==> config.mk <==
export PLATFORM = sky130hd
export DESIGN_NAME = serial_pattern_detector_flat
export DESIGN_NICKNAME = d
export VERILOG_FILES = /design/src/rtl/serial_pattern_detector_pkg.sv /design/src/rtl/serial_pattern_detector_if.sv /design/src/rtl/serial_pattern_detector_sat_counter.sv /design/src/rtl/serial_pattern_detector.sv /design/src/flat_wrapper.sv
export SDC_FILE = /design/constraint.sdc
export NUM_CORES = 1
export LEC_CHECK = 0
export BUFFER_PORTS_ARGS = -buffer_cell sky130_fd_sc_hd__buf_2
export CAP_MARGIN = 5
export CORE_UTILIZATION = 50
export DETAILED_ROUTE_END_ITERATION = 16
export PLACE_DENSITY = 0.73
export SYNTH_ARGS = -nofsm -noshare
export SYNTH_HDL_FRONTEND = slang
export SYNTH_SLANG_ARGS = --single-unit
==> constraint.sdc <==
create_clock -name clk -period 5.1 [get_ports clk]
set_clock_uncertainty 0.05 [all_clocks]
set_input_delay 1.02 -clock clk [delete_from_list [all_inputs] [get_ports clk]]
set_output_delay 1.02 -clock clk [all_outputs]
set_load 0.05 [all_outputs]
==> src/rtl/serial_pattern_detector_pkg.sv <==
`default_nettype none
// ============================================================================
//  Module   : serial_pkg
//  Purpose  : Shared encodings and helpers for the serial pattern detector:
//             FSM state codes, overlap-mode codes and a saturating increment.
//  Revision : 1.0  initial release
// ============================================================================
package serial_pkg;

   // One-hot state codes leave spare encodings, so a corrupted state
   // register can be detected and recovered.
   localparam logic [1:0] FILL  = 2'b01;
   localparam logic [1:0] ARMED = 2'b10;

   localparam logic MODE_FRAMED  = 1'b0;
   localparam logic MODE_OVERLAP = 1'b1;

   // Increment val, holding at the all-ones value of a width-bit counter.
   function automatic logic [31:0] sat_inc(input logic [31:0] val,
                                           input int unsigned width);
      logic [31:0] max_v;
      max_v = (width >= 32) ? 32'hFFFF_FFFF : ((32'd1 << width) - 32'd1);
      return (val >= max_v) ? val : (val + 32'd1);
   endfunction

endpackage
`default_nettype wire

==> src/rtl/serial_pattern_detector_if.sv <==
`default_nettype none
// ============================================================================
//  Module   : serial_pattern_detector_if
//  Purpose  : Bundles the serial input qualifiers and the detector results.
//  Ports    : Din, din_valid, overlap, clear (master -> slave)
//             match, error, match_count     (slave -> master)
//  Revision : 1.0  initial release
// ============================================================================
interface serial_pattern_detector_if #(
   parameter int CNT_W = 8
);
   logic             Din;
   logic             din_valid;
   logic             overlap;
   logic             clear;
   logic             match;
   logic             error;
   logic [CNT_W-1:0] match_count;

   modport master (
      output Din, din_valid, overlap, clear,
      input  match, error, match_count
   );

   modport slave (
      input  Din, din_valid, overlap, clear,
      output match, error, match_count
   );
endinterface
`default_nettype wire

==> src/rtl/serial_pattern_detector_sat_counter.sv <==
`default_nettype none
// ============================================================================
//  Module   : serial_sat_counter
//  Purpose  : Saturating up-counter with synchronous clear.
//  Ports    : clk, rst_n (async, active low), inc_i, clr_i (clr wins),
//             count_o (WIDTH bits, holds at all-ones)
//  Revision : 1.0  initial release
// ============================================================================
module serial_sat_counter
   import serial_pkg::*;
#(
   parameter int WIDTH = 8
) (
   input  wire logic             clk,
   input  wire logic             rst_n,
   input  wire logic             inc_i,
   input  wire logic             clr_i,
   output logic      [WIDTH-1:0] count_o
);

   logic [WIDTH-1:0] count_q;
   logic [WIDTH-1:0] count_d;
   logic [31:0]      w_inc;

   assign w_inc = sat_inc(32'(count_q), WIDTH);

   always_comb begin
      count_d = count_q;
      if (clr_i) begin
         count_d = '0;
      end else if (inc_i) begin
         count_d = w_inc[WIDTH-1:0];
      end
   end

   always_ff @(posedge clk or negedge rst_n) begin
      if (!rst_n) begin
         count_q <= '0;
      end else begin
         count_q <= count_d;
      end
   end

   assign count_o = count_q;

endmodule
`default_nettype wire

==> src/rtl/serial_pattern_detector.sv <==
`default_nettype none
// ============================================================================
//  Module   : serial_pattern_detector
//  Purpose  : Detects a PAT_W-bit pattern (MSB first) in a qualified serial
//             stream, in framed or sliding-window mode. Mealy match strobe,
//             saturating match counter and sticky error flag.
//  Ports    : clk    - rising-edge clock
//             reset  - asynchronous, active-low reset
//             bus    - slave side of serial_pattern_detector_if
//  Revision : 1.0  initial release
// ============================================================================
module serial_pattern_detector
   import serial_pkg::*;
#(
   parameter int               PAT_W   = 3,
   parameter logic [PAT_W-1:0] PATTERN = 3'b111,
   parameter int               CNT_W   = 8
) (
   input  wire logic clk,
   input  wire logic reset,
   serial_pattern_detector_if.slave bus
);

   localparam int POS_W = $clog2(PAT_W);

   logic [1:0]       state_q,   state_d;
   logic [POS_W-1:0] pos_q,     pos_d;
   logic [PAT_W-2:0] history_q, history_d;
   logic             error_q,   error_d;
   logic             overlap_q;

   logic             w_mode_chg;
   logic [PAT_W-1:0] w_cand;
   logic             w_match;

   // A mode switch abandons whatever was accumulated under the old mode.
   assign w_mode_chg = (bus.overlap != overlap_q);
   assign w_cand     = {history_q, bus.Din};

   assign w_match = reset && !bus.clear && bus.din_valid && !w_mode_chg &&
                    (state_q == ARMED) && (w_cand == PATTERN);

   always_comb begin
      state_d   = state_q;
      pos_d     = pos_q;
      history_d = history_q;
      error_d   = error_q;

      if (bus.clear || w_mode_chg) begin
         state_d   = FILL;
         pos_d     = '0;
         history_d = '0;
      end else begin
         case (state_q)
            FILL: begin
               if (bus.din_valid) begin
                  history_d = w_cand[PAT_W-2:0];
                  pos_d     = pos_q + 1'b1;
                  if (pos_q == POS_W'(PAT_W-2)) begin
                     state_d = ARMED;
                  end
               end
            end
            ARMED: begin
               if (bus.din_valid) begin
                  if (bus.overlap == MODE_OVERLAP) begin
                     history_d = w_cand[PAT_W-2:0];
                  end else begin
                     state_d   = FILL;
                     pos_d     = '0;
                     history_d = '0;
                  end
               end
            end
            default: begin
               state_d   = FILL;
               pos_d     = '0;
               history_d = '0;
            end
         endcase
      end

      if (bus.clear) begin
         error_d = 1'b0;
      end else if (w_match) begin
         error_d = 1'b1;
      end
   end

   always_ff @(posedge clk or negedge reset) begin
      if (!reset) begin
         state_q   <= FILL;
         pos_q     <= '0;
         history_q <= '0;
         error_q   <= 1'b0;
         overlap_q <= MODE_FRAMED;
      end else begin
         state_q   <= state_d;
         pos_q     <= pos_d;
         history_q <= history_d;
         error_q   <= error_d;
         overlap_q <= bus.overlap;
      end
   end

   serial_sat_counter #(
      .WIDTH (CNT_W)
   ) u_match_cnt (
      .clk     (clk),
      .rst_n   (reset),
      .inc_i   (w_match),
      .clr_i   (bus.clear),
      .count_o (bus.match_count)
   );

   assign bus.match = w_match;
   assign bus.error = error_q;

endmodule
`default_nettype wire

==> src/flat_wrapper.sv <==
// flat-port wrapper written by rule: the top's interface ports become plain ports
module serial_pattern_detector_flat import serial_pkg::*;
#(
   parameter int               PAT_W   = 3,
   parameter logic [PAT_W-1:0] PATTERN = 3'b111,
   parameter int               CNT_W   = 8
)
  (clk, reset, bus_Din, bus_din_valid, bus_overlap, bus_clear, bus_match, bus_error, bus_match_count);
  serial_pattern_detector_if #(.CNT_W(CNT_W)) bus_i ();
  input  wire logic clk;
  input  wire logic reset;
  input wire logic [$bits(bus_i.Din)-1:0] bus_Din;
  input wire logic [$bits(bus_i.din_valid)-1:0] bus_din_valid;
  input wire logic [$bits(bus_i.overlap)-1:0] bus_overlap;
  input wire logic [$bits(bus_i.clear)-1:0] bus_clear;
  output wire logic [$bits(bus_i.match)-1:0] bus_match;
  output wire logic [$bits(bus_i.error)-1:0] bus_error;
  output wire logic [$bits(bus_i.match_count)-1:0] bus_match_count;
  assign bus_i.Din = bus_Din;
  assign bus_i.din_valid = bus_din_valid;
  assign bus_i.overlap = bus_overlap;
  assign bus_i.clear = bus_clear;
  assign bus_match = bus_i.match;
  assign bus_error = bus_i.error;
  assign bus_match_count = bus_i.match_count;
  serial_pattern_detector #(.PAT_W(PAT_W), .PATTERN(PATTERN), .CNT_W(CNT_W)) u_core (.clk(clk), .reset(reset), .bus(bus_i));
endmodule
## Word level (Yosys, flattened, before mapping)

Cells that the tools add are included.

| storage, ports and cells | value |
|---|---|
| RAM bits | 0 |
| memory bits (read-only) | 0 |
| output and inout bits | 10 |
| memories kept | 0 |
| register bits | 16 |
| bits in latches | 0 |

| cells by class | value |
|---|---|
| $lt $le $gt $ge | 1 |
| reductions and logical operators | 13 |
| shifts and indexed selects | 0 |
| eq/ne operators | 10 |
| $add $sub $neg | 2 |
| divide/modulo/power cells | 0 |
| mux-type cells | 21 |
| bitwise logic cells | 0 |
| $mul | 0 |

Operators by type and width:

| cell | count |
|---|---|
| two-way mux 2 bit | 13 |
| two-way mux 8 bit | 3 |
| one-hot mux 2 bit (2 select lines) | 3 |
| adder 8 x 1 -> 8 bit (second input constant) | 1 |
| greater-or-equal comparator 8 bit (second input constant) | 1 |
| inequality test 3 bit (second input constant) | 2 |
| logical AND 1 bit | 5 |
| equality test 2 x 1 -> 1 bit (second input constant) | 2 |
| AND reduction 2 bit | 2 |
| AND reduction 4 bit | 1 |
| equality test 3 bit (second input constant) | 1 |
| inequality test 3 x 1 -> 1 bit (second input constant) | 1 |
| inequality test 3 x 2 -> 1 bit (second input constant) | 1 |
| AND reduction 3 bit | 1 |
| adder 2 x 1 -> 2 bit (second input constant) | 1 |
| equality test 2 bit (second input constant) | 1 |
| logical NOT 1 bit | 2 |
| two-way mux 1 bit | 2 |
| inequality test 2 bit (second input constant) | 1 |
| nonzero test 2 bit | 1 |
| logical OR 1 bit | 1 |
| inequality test 1 bit | 1 |

## Depth between registers and ports, before layout

Gate-level depths: netlist of run 1.

| logic depth | value |
|---|---|
| depth in word-level cells | 8 |
| gate-level depth with buffers | 8 |
| gate-level depth less buffers | 7 |

## By module

From an unflattened synthesis of run 1, not the netlist that was laid out.

| unflattened totals | value |
|---|---|
| cell total of the unflattened synthesis | 96 |
| area, all modules | 963.4 um2 |

By module, submodules not included:

| module | area an instance (um2) | times used | cells each |
|---|---|---|---|
| serial_pattern_detector | 498.0 | 1 | 49 |
| serial_sat_counter | 465.4 | 1 | 47 |

## Worst setup path after synthesis of run 1

OpenSTA, ideal clock, no wires.

| timing path | value |
|---|---|
| path type | input port to output port |
| start | input port bus_overlap |
| end | output port bus_match |
| stages | 4 |
| path buffers | 1 |
| data arrival time | 2.180 ns |
| setup slack | 1.850 ns |
| cell sequence | xnor2_1 or4b_4 buf_2 inv_1 |

| on the way | value |
|---|---|
| longest elaborated chain between the ends | 5 |

RTL lines:

| what | RTL line | RTL |
|---|---|---|
| start: declaration | flat_wrapper.sv:14 | `input wire logic [$bits(bus_i.overlap)-1:0] bus_overlap;` |
| inequality test 1 bit | serial_pattern_detector.sv:37 | `assign w_mode_chg = (bus.overlap != overlap_q);` |
| logical NOT 1 bit | serial_pattern_detector.sv:40 | `assign w_match = reset && !bus.clear && bus.din_valid && !w_mode_chg &&` |
| logical AND 1 bit (2 in a row) | serial_pattern_detector.sv:40 |  |
| logical AND 1 bit | serial_pattern_detector.sv:41 | `(state_q == ARMED) && (w_cand == PATTERN);` |
| end: declaration | flat_wrapper.sv:16 | `output wire logic [$bits(bus_i.match)-1:0] bus_match;` |

Every way passes these cells.

## Worst setup path after layout of run 1

| timing path | value |
|---|---|
| start | input port reset |
| end | output port bus_match |

| on the way | value |
|---|---|
| longest elaborated chain between the ends | 5 |

RTL lines:

| what | RTL line | RTL |
|---|---|---|
| start: declaration | flat_wrapper.sv:11 | `input wire logic reset;` |
| logical AND 1 bit (4 in a row) | serial_pattern_detector.sv:40 |  |
| logical AND 1 bit | serial_pattern_detector.sv:41 |  |

Every way passes these cells.

==> flow_summary.json, run 1 <==
{
  "outcome": "complete, no violations",
  "hp-start": "u_core.bus.error",
  "dieArea_mm2": 0.001858,
  "synth_nets": 96,
  "die_w_um": 43.10,
  "diodes": 0,
  "synth_largest_area_cell": "dfrtp_1",
  "pre_cts_ws_ps": 1509,
  "rsz0062_at_grt": "no",
  "ff2ff_path_depth": 6,
  "fmax_mhz": 281.1,
  "peakVddDrop_mv": 0.2061,
  "cts_tree": "done",
  "clk-insertion-delay-late_ps": 290,
  "yosysSeqAreaShare_pct": 47.56,
  "grt.overflow.total": 0,
  "critical_path.startpoint": "reset",
  "syn_avg_cell_area_um2": 9.820,
  "crit_required_ps": 4030,
  "crit_chain": "buf_2 -> nand4_1 -> or4b_4 -> inv_1 -> buf_2",
  "leakagePower_nw": 0.4535,
  "final.setup.worst_slack_ps": 1542,
  "cp.arrival_ps": 2490,
  "track_usage_pct": 19.24,
  "root_buffer": "clkbuf_4",
  "num_rows": 14,
  "hold_viol": 0,
  "crit_slowest_cell": "or4b_4",
  "cp-start-kind": "input pin",
  "drv_slew": 0,
  "hp-class": "register to register",
  "synth_top_area_share_pct": 44.44,
  "tns_ps": 0,
  "vias_per_cell": 5.832,
  "endpoint_kind": "output port",
  "crit_end": "bus_match",
  "cts_setup_buffers": 0,
  "critPathMaxFanout": 17,
  "crit_top_cell": "buf_2",
  "ys_warn_count": 0,
  "grt_pass1_wl_um": 2677,
  "p_per_area_mw_per_mm2": 227.8,
  "start_util_pct": 54.79,
  "rr_endpoint": "u_core.u_match_cnt.count_o[5]",
  "ff2ff_setup_slack_ps": 2880,
  "path_delay_family": "buffers and inverters",
  "max_stage_delay_ps": 590,
  "clkTransAtPathRegs_ps": 100,
  "first_global_vias": 592,
  "dpl_cell_area_um2": 930.9,
  "wirelength_um": 1600,
  "ios": 16,
  "tightest_slew_ps": 525.2,
  "h-tree-depth": 1,
  "wl_per_cell_um": 13.45,
  "areaGrowthSynthToFinish_pct": 13.33,
  "drc_errors": 0,
  "yosys-top-cells-area": "dfrtp_1 (44%), ha_1 (5.9%), a21oi_1 (4.1%)",
  "drive_above_1_share_pct": 21.36,
  "synth_area_um2": 844.6,
  "core_mm2": 0.001541,
  "numCtsBuffers": 3,
  "stdcell_area_um2": 957.2,
  "place.gp.congestion": 0.8165,
  "period_share_pct": 69.77,
  "dp_hpwl_um": 1128,
  "port_buffers": 15,
  "max-slew-margin-rel_pct": 64.86,
  "clockBufferDepth": 2,
  "antenna_found_initial": 0,
  "nNetsFinal": 114,
  "ys_types": 33,
  "maxCapViolations": 0,
  "synthCells": 86,
  "grt_max_degree": 18,
  "worstReg2RegStart": "u_core.state_q[0]",
  "synth-seq-cells": 16,
  "cp_num_cells": 5,
  "worst-path-buf-inv": 3,
  "period_minus_slack_ps": 3558,
  "ctsResizeCount": 0,
  "hold_depth": 2,
  "ant_nets": 0,
  "fp.dieH_um": 43.10,
  "ctsHoldBuffers": 0,
  "initialDrtViolationCount": 14,
  "first_pass_iters": 4,
  "via_count": 694,
  "clkSinkCount": 16,
  "finalSetupViolations": 0,
  "crit_type": "input pin to output port"
}
-- worst reg2reg max path, cell delays in order, from the launching register on --
cell	delay [ps]
dfstp_2	380
inv_1	50
ha_1	210
nand4_1	110
or4b_4	590
nor4_1	380
mux2_2	370
-- worst min-delay path by stage --
stage,to,slack [ps]
floorplan,u_core.pos_q[1],440
global placement,u_core.bus.error,440
detailed placement,u_core.bus.error,440
CTS,u_core.u_match_cnt.count_o[6],480
global route,u_core.bus.error,500
finish,u_core.bus.error,480
-- kinds of logic after synthesis --
kind of cell,Yosys count,synth area share [%]
mux,3,3.704
compound gates,21,16.59
flops,16,47.56
simple gates,33,21.48
fa+ha+maj,4,5.926
xor+xnor,1,1.037
buf+inv,8,3.703
-- through the flow --
stage / total power [mW] / hold slack, ps / utilization [%] / std cells
global route: 0.2283 / 504.7 / 62.09 / 119
global placement: 0.1505 / 444.1 / 60.39 / 115
CTS: 0.2207 / 477.6 / 62.09 / 119
detailed placement: 0.1511 / 440.1 / 60.39 / 115
floorplan: 0.1437 / 436.2 / - / 86
finish: 0.2181 / 476.3 / 62.09 / 119
-- Yosys cell counts, drive strengths merged --
cell type	n
inv	6
and2	1
o21ai	2
nand4	2
a22oi	2
a211oi	2
nand2	6
o311ai	1
dfrtp	15
nor2b	4
or4b	1
nor4	1
mux2i	2
xnor2	1
nor3b	1
o31ai	3
a211o	1
o41ai	1
a31oi	1
or3	1
mux2	1
or4	3
nand3b	1
o21ba	1
a21oi	7
dfstp	1
nor2	8
clkbuf	1
nor3	1
buf	1
ha	4
and3	1
nand3	2
-- registers in the layout, indices dropped and copies added (netlist names) --
signal                      cells
u_core.history_q                2
u_core.overlap_q                1
u_core.state_q                  2
u_core.bus.error                1
u_core.u_match_cnt.count_o      8
u_core.pos_q                    2
-- layer usage --
metal,vias up,wire length [µm],track usage (%)
met2,13,706,25.67
met3,2,62,5.106
li1,351,-,-
met1,328,820,30.30
met4,0,10,5.455
met5,-,0,0
-- cells in the final DEF (no fill, tap or decap), types with 2 or more instances in the layout --
master,instances
mux2i_1,2
buf_2,15
nor2b_1,4
inv_1,6
or4_1,3
a211oi_1,2
dfrtp_1,15
nand4_1,2
nor2_1,8
a22oi_1,2
ha_1,4
nand2_1,6
a21oi_1,7
o21ai_0,2
clkbuf_4,3
o31ai_1,3
nand3_1,2
-- report_power, final --
group	switching, mW	internal [mW]	total, mW	leakage [nW]
Combinational	0.0109	0.00714	0.0181	0.222
Clock	0.0395	0.0303	0.0698	0.0150
Sequential	0.00128	0.129	0.130	0.217
Total	0.0517	0.166	0.218	0.453
-- final cells by class --
type / count / area, µm²
fill: 135 / 584.3
sequential: 16 / 401.6
multi-input combinational: 62 / 411.6
timing repair buffer: 15 / 75.07
inverter: 6 / 22.52
tap: 16 / 20.02
clock buffer: 4 / 26.28
No activity file was read; power rests on OpenSTA's default activity.
==> run 2, diff against run 1 <==
--- a/config.mk
+++ b/config.mk
@@ -7,9 +7,9 @@
 export LEC_CHECK = 0
 export BUFFER_PORTS_ARGS = -buffer_cell sky130_fd_sc_hd__buf_2
 export CAP_MARGIN = 5
-export CORE_UTILIZATION = 50
+export CORE_UTILIZATION = 47
 export DETAILED_ROUTE_END_ITERATION = 16
-export PLACE_DENSITY = 0.73
+export PLACE_DENSITY = 0.72
 export SYNTH_ARGS = -nofsm -noshare
 export SYNTH_HDL_FRONTEND = slang
 export SYNTH_SLANG_ARGS = --single-unit
==> constraint.sdc (replaced) <==
create_clock -name clk -period 3 [get_ports clk]
set_clock_uncertainty 0.05 [all_clocks]
set_input_delay 0.6 -clock clk [delete_from_list [all_inputs] [get_ports clk]]
set_output_delay 0.6 -clock clk [all_outputs]
set_load 0.05 [all_outputs]
==> run 2 against run 1 <==
  * Setup slack got worse by 1200 ps
  * Hold slack got worse by 270 ps
  * Wire length increased by 2.6%
  * Via count decreased by 0.72%
  * Critical endpoint unchanged
==> flow_summary.json, run 2 (same netlist as run 1, synthesis figures left out) <==
{
  "clockBufferDepth": 2,
  "tns_ps": 0,
  "areaGrowthSynthToFinish_pct": 15.41,
  "crit_chain": "inv_1 -> ha_1 -> nand4_1 -> or4b_4 -> inv_1 -> buf_2",
  "place.gp.congestion": 0.8258,
  "period_minus_slack_ps": 2704,
  "period_share_pct": 90.14,
  "tightest_slew_ps": 500.5,
  "first_global_vias": 580,
  "wl_per_cell_um": 12.82,
  "comb_power_share_pct": 8.7,
  "drv_slew": 0,
  "hp-class": "input pin to asynchronous set/reset pin",
  "cts_setup_buffers": 0,
  "first_pass_iters": 4,
  "max_stage_delay_ps": 590,
  "grt_max_degree": 17,
  "p_clk_share_pct": 31.7,
  "antenna_found_initial": 0,
  "power_frac_seq_pct": 59.6,
  "drc_errors": 0,
  "crit_top_cell": "inv_1",
  "power.switching_mw": 0.08782,
  "p_per_area_mw_per_mm2": 381.4,
  "crit_type": "register to output port",
  "ios": 16,
  "port_buffers": 15,
  "cp-start-kind": "register",
  "largest_reg_flops": 8,
  "rsz0062_at_grt": "no",
  "worst-path-buf-inv": 3,
  "crit_slowest_cell": "or4b_4",
  "clkTransAtPathRegs_ps": 100,
  "nNetsFinal": 115,
  "crit_required_ps": 2350,
  "fmax_mhz": 369.8,
  "ant_nets": 0,
  "diodes": 0,
  "via_count": 689,
  "ctsResizeCount": 0,
  "fp.dieH_um": 44.39,
  "vias_per_cell": 5.383,
  "root_buffer": "clkbuf_4",
  "core_mm2": 0.001594,
  "start_util_pct": 52.98,
  "outcome": "complete, no violations",
  "wirelength_um": 1641,
  "ctsHoldBuffers": 0,
  "grt.overflow.total": 0,
  "h-tree-depth": 1,
  "numCtsBuffers": 3,
  "drive_above_1_share_pct": 22.12,
  "finalSetupViolations": 0,
  "peakVddDrop_mv": 0.2335,
  "sw_frac_of_total_pct": 23.63,
  "stdcell_count": 128,
  "total_power_mw": 0.3717,
  "hold_viol": 0,
  "p_int_mw": 0.2839,
  "maxCapViolations": 0,
  "max-slew-margin-rel_pct": 66.51,
  "num_rows": 14,
  "final_cell_mix": "buf_2 (15), dfrtp_1 (15), nor2_1 (8)",
  "leakagePower_nw": 0.4583,
  "placed_cells": 124,
  "clkSinkCount": 16,
  "dp_hpwl_um": 1193,
  "cts_tree": "done",
  "die_w_um": 44.39,
  "initialDrtViolationCount": 9,
  "critPathMaxFanout": 14,
  "clk-insertion-delay-late_ps": 290,
  "path_delay_family": "simple AND/OR/NAND/NOR gates",
  "track_usage_pct": 19.74,
  "cp.arrival_ps": 2050,
  "endpoint_kind": "output port",
  "grt_pass1_wl_um": 2718,
  "dieArea_mm2": 0.001970
}
==> run 2: cell types whose count changed in the layout (fill, tap and decap cells not counted), sizes merged <==
cell	change
buf	+1
==> run 2: metrics by stage <==
step | setup slack, ps | hold slack (ps) | util, % | cell area [µm²]
floorplan | 589.9 | 254.4 | - | 844.6
global route | 182.7 | 214.0 | 61.15 | 974.7
global placement | 492.8 | 445.8 | 59.50 | 948.4
detailed placement | 455.8 | 441.0 | 59.50 | 948.4
CTS | 283.4 | 214.5 | 61.15 | 974.7
finish | 295.9 | 209.9 | 61.15 | 974.7
==> run 2: area by class of cell <==
class | instances | area (µm²)
multi-input combinational | 62 | 411.6
fill | 140 | 619.3
clock buffer | 4 | 26.28
tap | 24 | 30.03
sequential | 16 | 401.6
inverter | 6 | 22.52
timing repair buffer | 16 | 82.58
==> run 2: path summary, 6_finish.rpt <==
path                              startpoint                             to  slack (ps)  cells after the start
setup / recovery           u_core.state_q[0]                      bus_match         300                      6
hold / removal                         reset  u_core.u_match_cnt.count_o[4]         210                      2
setup reg to reg           u_core.state_q[0]  u_core.u_match_cnt.count_o[5]         800                      6
hold reg to reg             u_core.bus.error               u_core.bus.error         470                      2
max in group asynchronous              reset              u_core.state_q[0]        2430                      2
min in group clk                 bus_overlap               u_core.overlap_q         430                      1
==> run 2: power by group through the flow <==
stage                     clock network [mW]  registers (mW)  logic [mW]
after floorplan                            0           0.225      0.0191
after global placement                     0           0.225      0.0316
after detailed placement                   0           0.226      0.0326
after CTS                              0.123           0.221      0.0328
after global routing                   0.133           0.222      0.0370
final                                  0.118           0.221      0.0323
==> run 2: layer usage <==
layer | up-vias | global-route usage, % | wire length (µm)
met5 | - | 0 | 0
met4 | 0 | 9.091 | 10
met3 | 2 | 6.122 | 85
met2 | 18 | 27.06 | 708
met1 | 312 | 28.53 | 836
li1 | 357 | - | -
==> run 2: worst register-to-register path, stage by stage (launching register included) <==
cell,delay [ps]
dfstp_2,390
inv_1,50
ha_1,200
nand4_1,120
or4b_4,590
nor4_1,350
mux2_2,370
==> run 3, diff against run 2 <==
--- a/config.mk
+++ b/config.mk
@@ -6,10 +6,11 @@
 export NUM_CORES = 1
 export LEC_CHECK = 0
 export BUFFER_PORTS_ARGS = -buffer_cell sky130_fd_sc_hd__buf_2
-export CAP_MARGIN = 5
+export CORE_ASPECT_RATIO = 1.1
 export CORE_UTILIZATION = 47
 export DETAILED_ROUTE_END_ITERATION = 16
 export PLACE_DENSITY = 0.72
+export SLEW_MARGIN = 0
 export SYNTH_ARGS = -nofsm -noshare
 export SYNTH_HDL_FRONTEND = slang
 export SYNTH_SLANG_ARGS = --single-unit
==> run 3 against run 2 <==
  * Register-to-register slack barely moved
  * Cell area down 0.90%
  * Via count up 3.6%
  * Critical path depth unchanged
  * Total power up 0.89%
  * Clock power about the same
  * Final cell count is 5.5% lower
  * Wire length up 3.9%
  * Global-route usage fell by 0.099 points
  * Critical path type unchanged
  * Critical endpoint unchanged
==> flow_summary.json, run 3 (same netlist as run 1, synthesis figures left out) <==
{
  "tightest_slew_ps": 537.4,
  "clkTransAtPathRegs_ps": 100,
  "cp.arrival_ps": 2040,
  "hold_ws_ps": 208.3,
  "fp.dieH_um": 46.46,
  "die_w_um": 42.42,
  "stdcell_area_um2": 965.9,
  "total_power_mw": 0.3750,
  "first_pass_iters": 6,
  "period_minus_slack_ps": 2688,
  "stdcell_count": 121,
  "drc_errors": 0,
  "grt_max_degree": 17,
  "maxCapViolations": 0,
  "hp-class": "input pin to asynchronous set/reset pin",
  "vias_per_cell": 5.901,
  "ctsResizeCount": 0,
  "placed_cells": 117,
  "peakVddDrop_mv": 0.2631,
  "pre_cts_ws_ps": 457.9,
  "tns_ps": 0,
  "final.setup.worst_slack_ps": 312.1,
  "wl_per_cell_um": 14.09,
  "p_per_area_mw_per_mm2": 388.2,
  "hold_viol": 0,
  "cts_setup_buffers": 0,
  "via_count": 714,
  "port_buffers": 15,
  "fmax_mhz": 372.0,
  "clk-insertion-delay-late_ps": 290,
  "initialDrtViolationCount": 17,
  "crit_required_ps": 2350,
  "grt_pass1_wl_um": 2808,
  "track_usage_pct": 19.64,
  "dieArea_mm2": 0.001971,
  "largest_reg_flops": 8,
  "n_fill_cell": 154,
  "finalSetupViolations": 0,
  "endpoint_kind": "output port",
  "drv_slew": 0,
  "place.gp.congestion": 0.8505,
  "grt.overflow.total": 0,
  "start_util_pct": 51.72,
  "h-tree-depth": 1,
  "diodes": 0,
  "final_util_pct": 59.16,
  "rsz0062_at_grt": "no",
  "cts_tree": "done",
  "ctsHoldBuffers": 0,
  "dp_hpwl_um": 1214,
  "clkSinkCount": 16,
  "ios": 16,
  "leakagePower_nw": 0.4583,
  "antenna_found_initial": 0,
  "critPathMaxFanout": 14,
  "first_global_vias": 633,
  "ant_nets": 0,
  "crit_type": "register to output port",
  "final_cell_mix": "buf_2 (15), dfrtp_1 (15), nor2_1 (8)",
  "period_share_pct": 89.60,
  "clockBufferDepth": 2,
  "max-slew-margin-rel_pct": 64.04,
  "areaGrowthSynthToFinish_pct": 14.37,
  "core_mm2": 0.001633,
  "root_buffer": "clkbuf_4",
  "cp-start-kind": "register",
  "num_rows": 15,
  "wirelength_um": 1705,
  "nNetsFinal": 115,
  "dpl_cell_area_um2": 939.7,
  "drive_above_1_share_pct": 22.12,
  "numCtsBuffers": 3,
  "outcome": "complete, no violations"
}
-- run 3: cell counts in the layout (fill, tap and decap cells not counted) --
No cell type changed its count.
-- run 3: path summary, 6_finish.rpt --
path / slack [ps] / cells after the start / endpoint / start
worst max-delay path: 310 / 6 / bus_match / u_core.state_q[0]
max in group asynchronous: 2430 / 2 / u_core.state_q[0] / reset
worst min register to register: 460 / 1 / u_core.u_match_cnt.count_o[6] / u_core.u_match_cnt.count_o[6]
worst max register to register: 810 / 6 / u_core.u_match_cnt.count_o[5] / u_core.state_q[0]
min in group clk: 420 / 1 / u_core.overlap_q / bus_overlap
worst min-delay path: 210 / 2 / u_core.u_match_cnt.count_o[5] / reset
-- run 3: critical path: stages, from the launching register on --
cell and delay (ps):
dfstp_2 390, inv_1 50, ha_1 200, nand4_1 100, or4b_4 580, inv_1 150
buf_2 280
-- run 3: power by group --
| part | internal [mW] | leakage [nW] | switching, mW |
|---|---|---|---|
| clock network | 0.0517 | 0.0150 | 0.0692 |
| logic | 0.0131 | 0.226 | 0.0196 |
| registers | 0.219 | 0.217 | 0.00225 |
| total | 0.284 | 0.458 | 0.0911 |
-- run 3: cell type report --
type / instances / area (µm²) / share of cell area (%)
multi-input cells: 62 / 411.6 / 42.62
clock buffers: 4 / 26.28 / 2.720
flip-flops and latches: 16 / 401.6 / 41.58
well taps: 17 / 21.27 / 2.202
repair buffers: 16 / 82.58 / 8.549
inverters: 6 / 22.52 / 2.332
-- run 3: routing by layer --
| layer | vias up | part of all wire [%] | track usage, % |
|---|---|---|---|
| met4 | 0 | 2.1 | 10.63 |
| met5 | - | 0 | 0 |
| met1 | 333 | 48 | 26.18 |
| met3 | 5 | 4.0 | 4.706 |
| li1 | 350 | - | - |
| met2 | 26 | 45 | 29.85 |
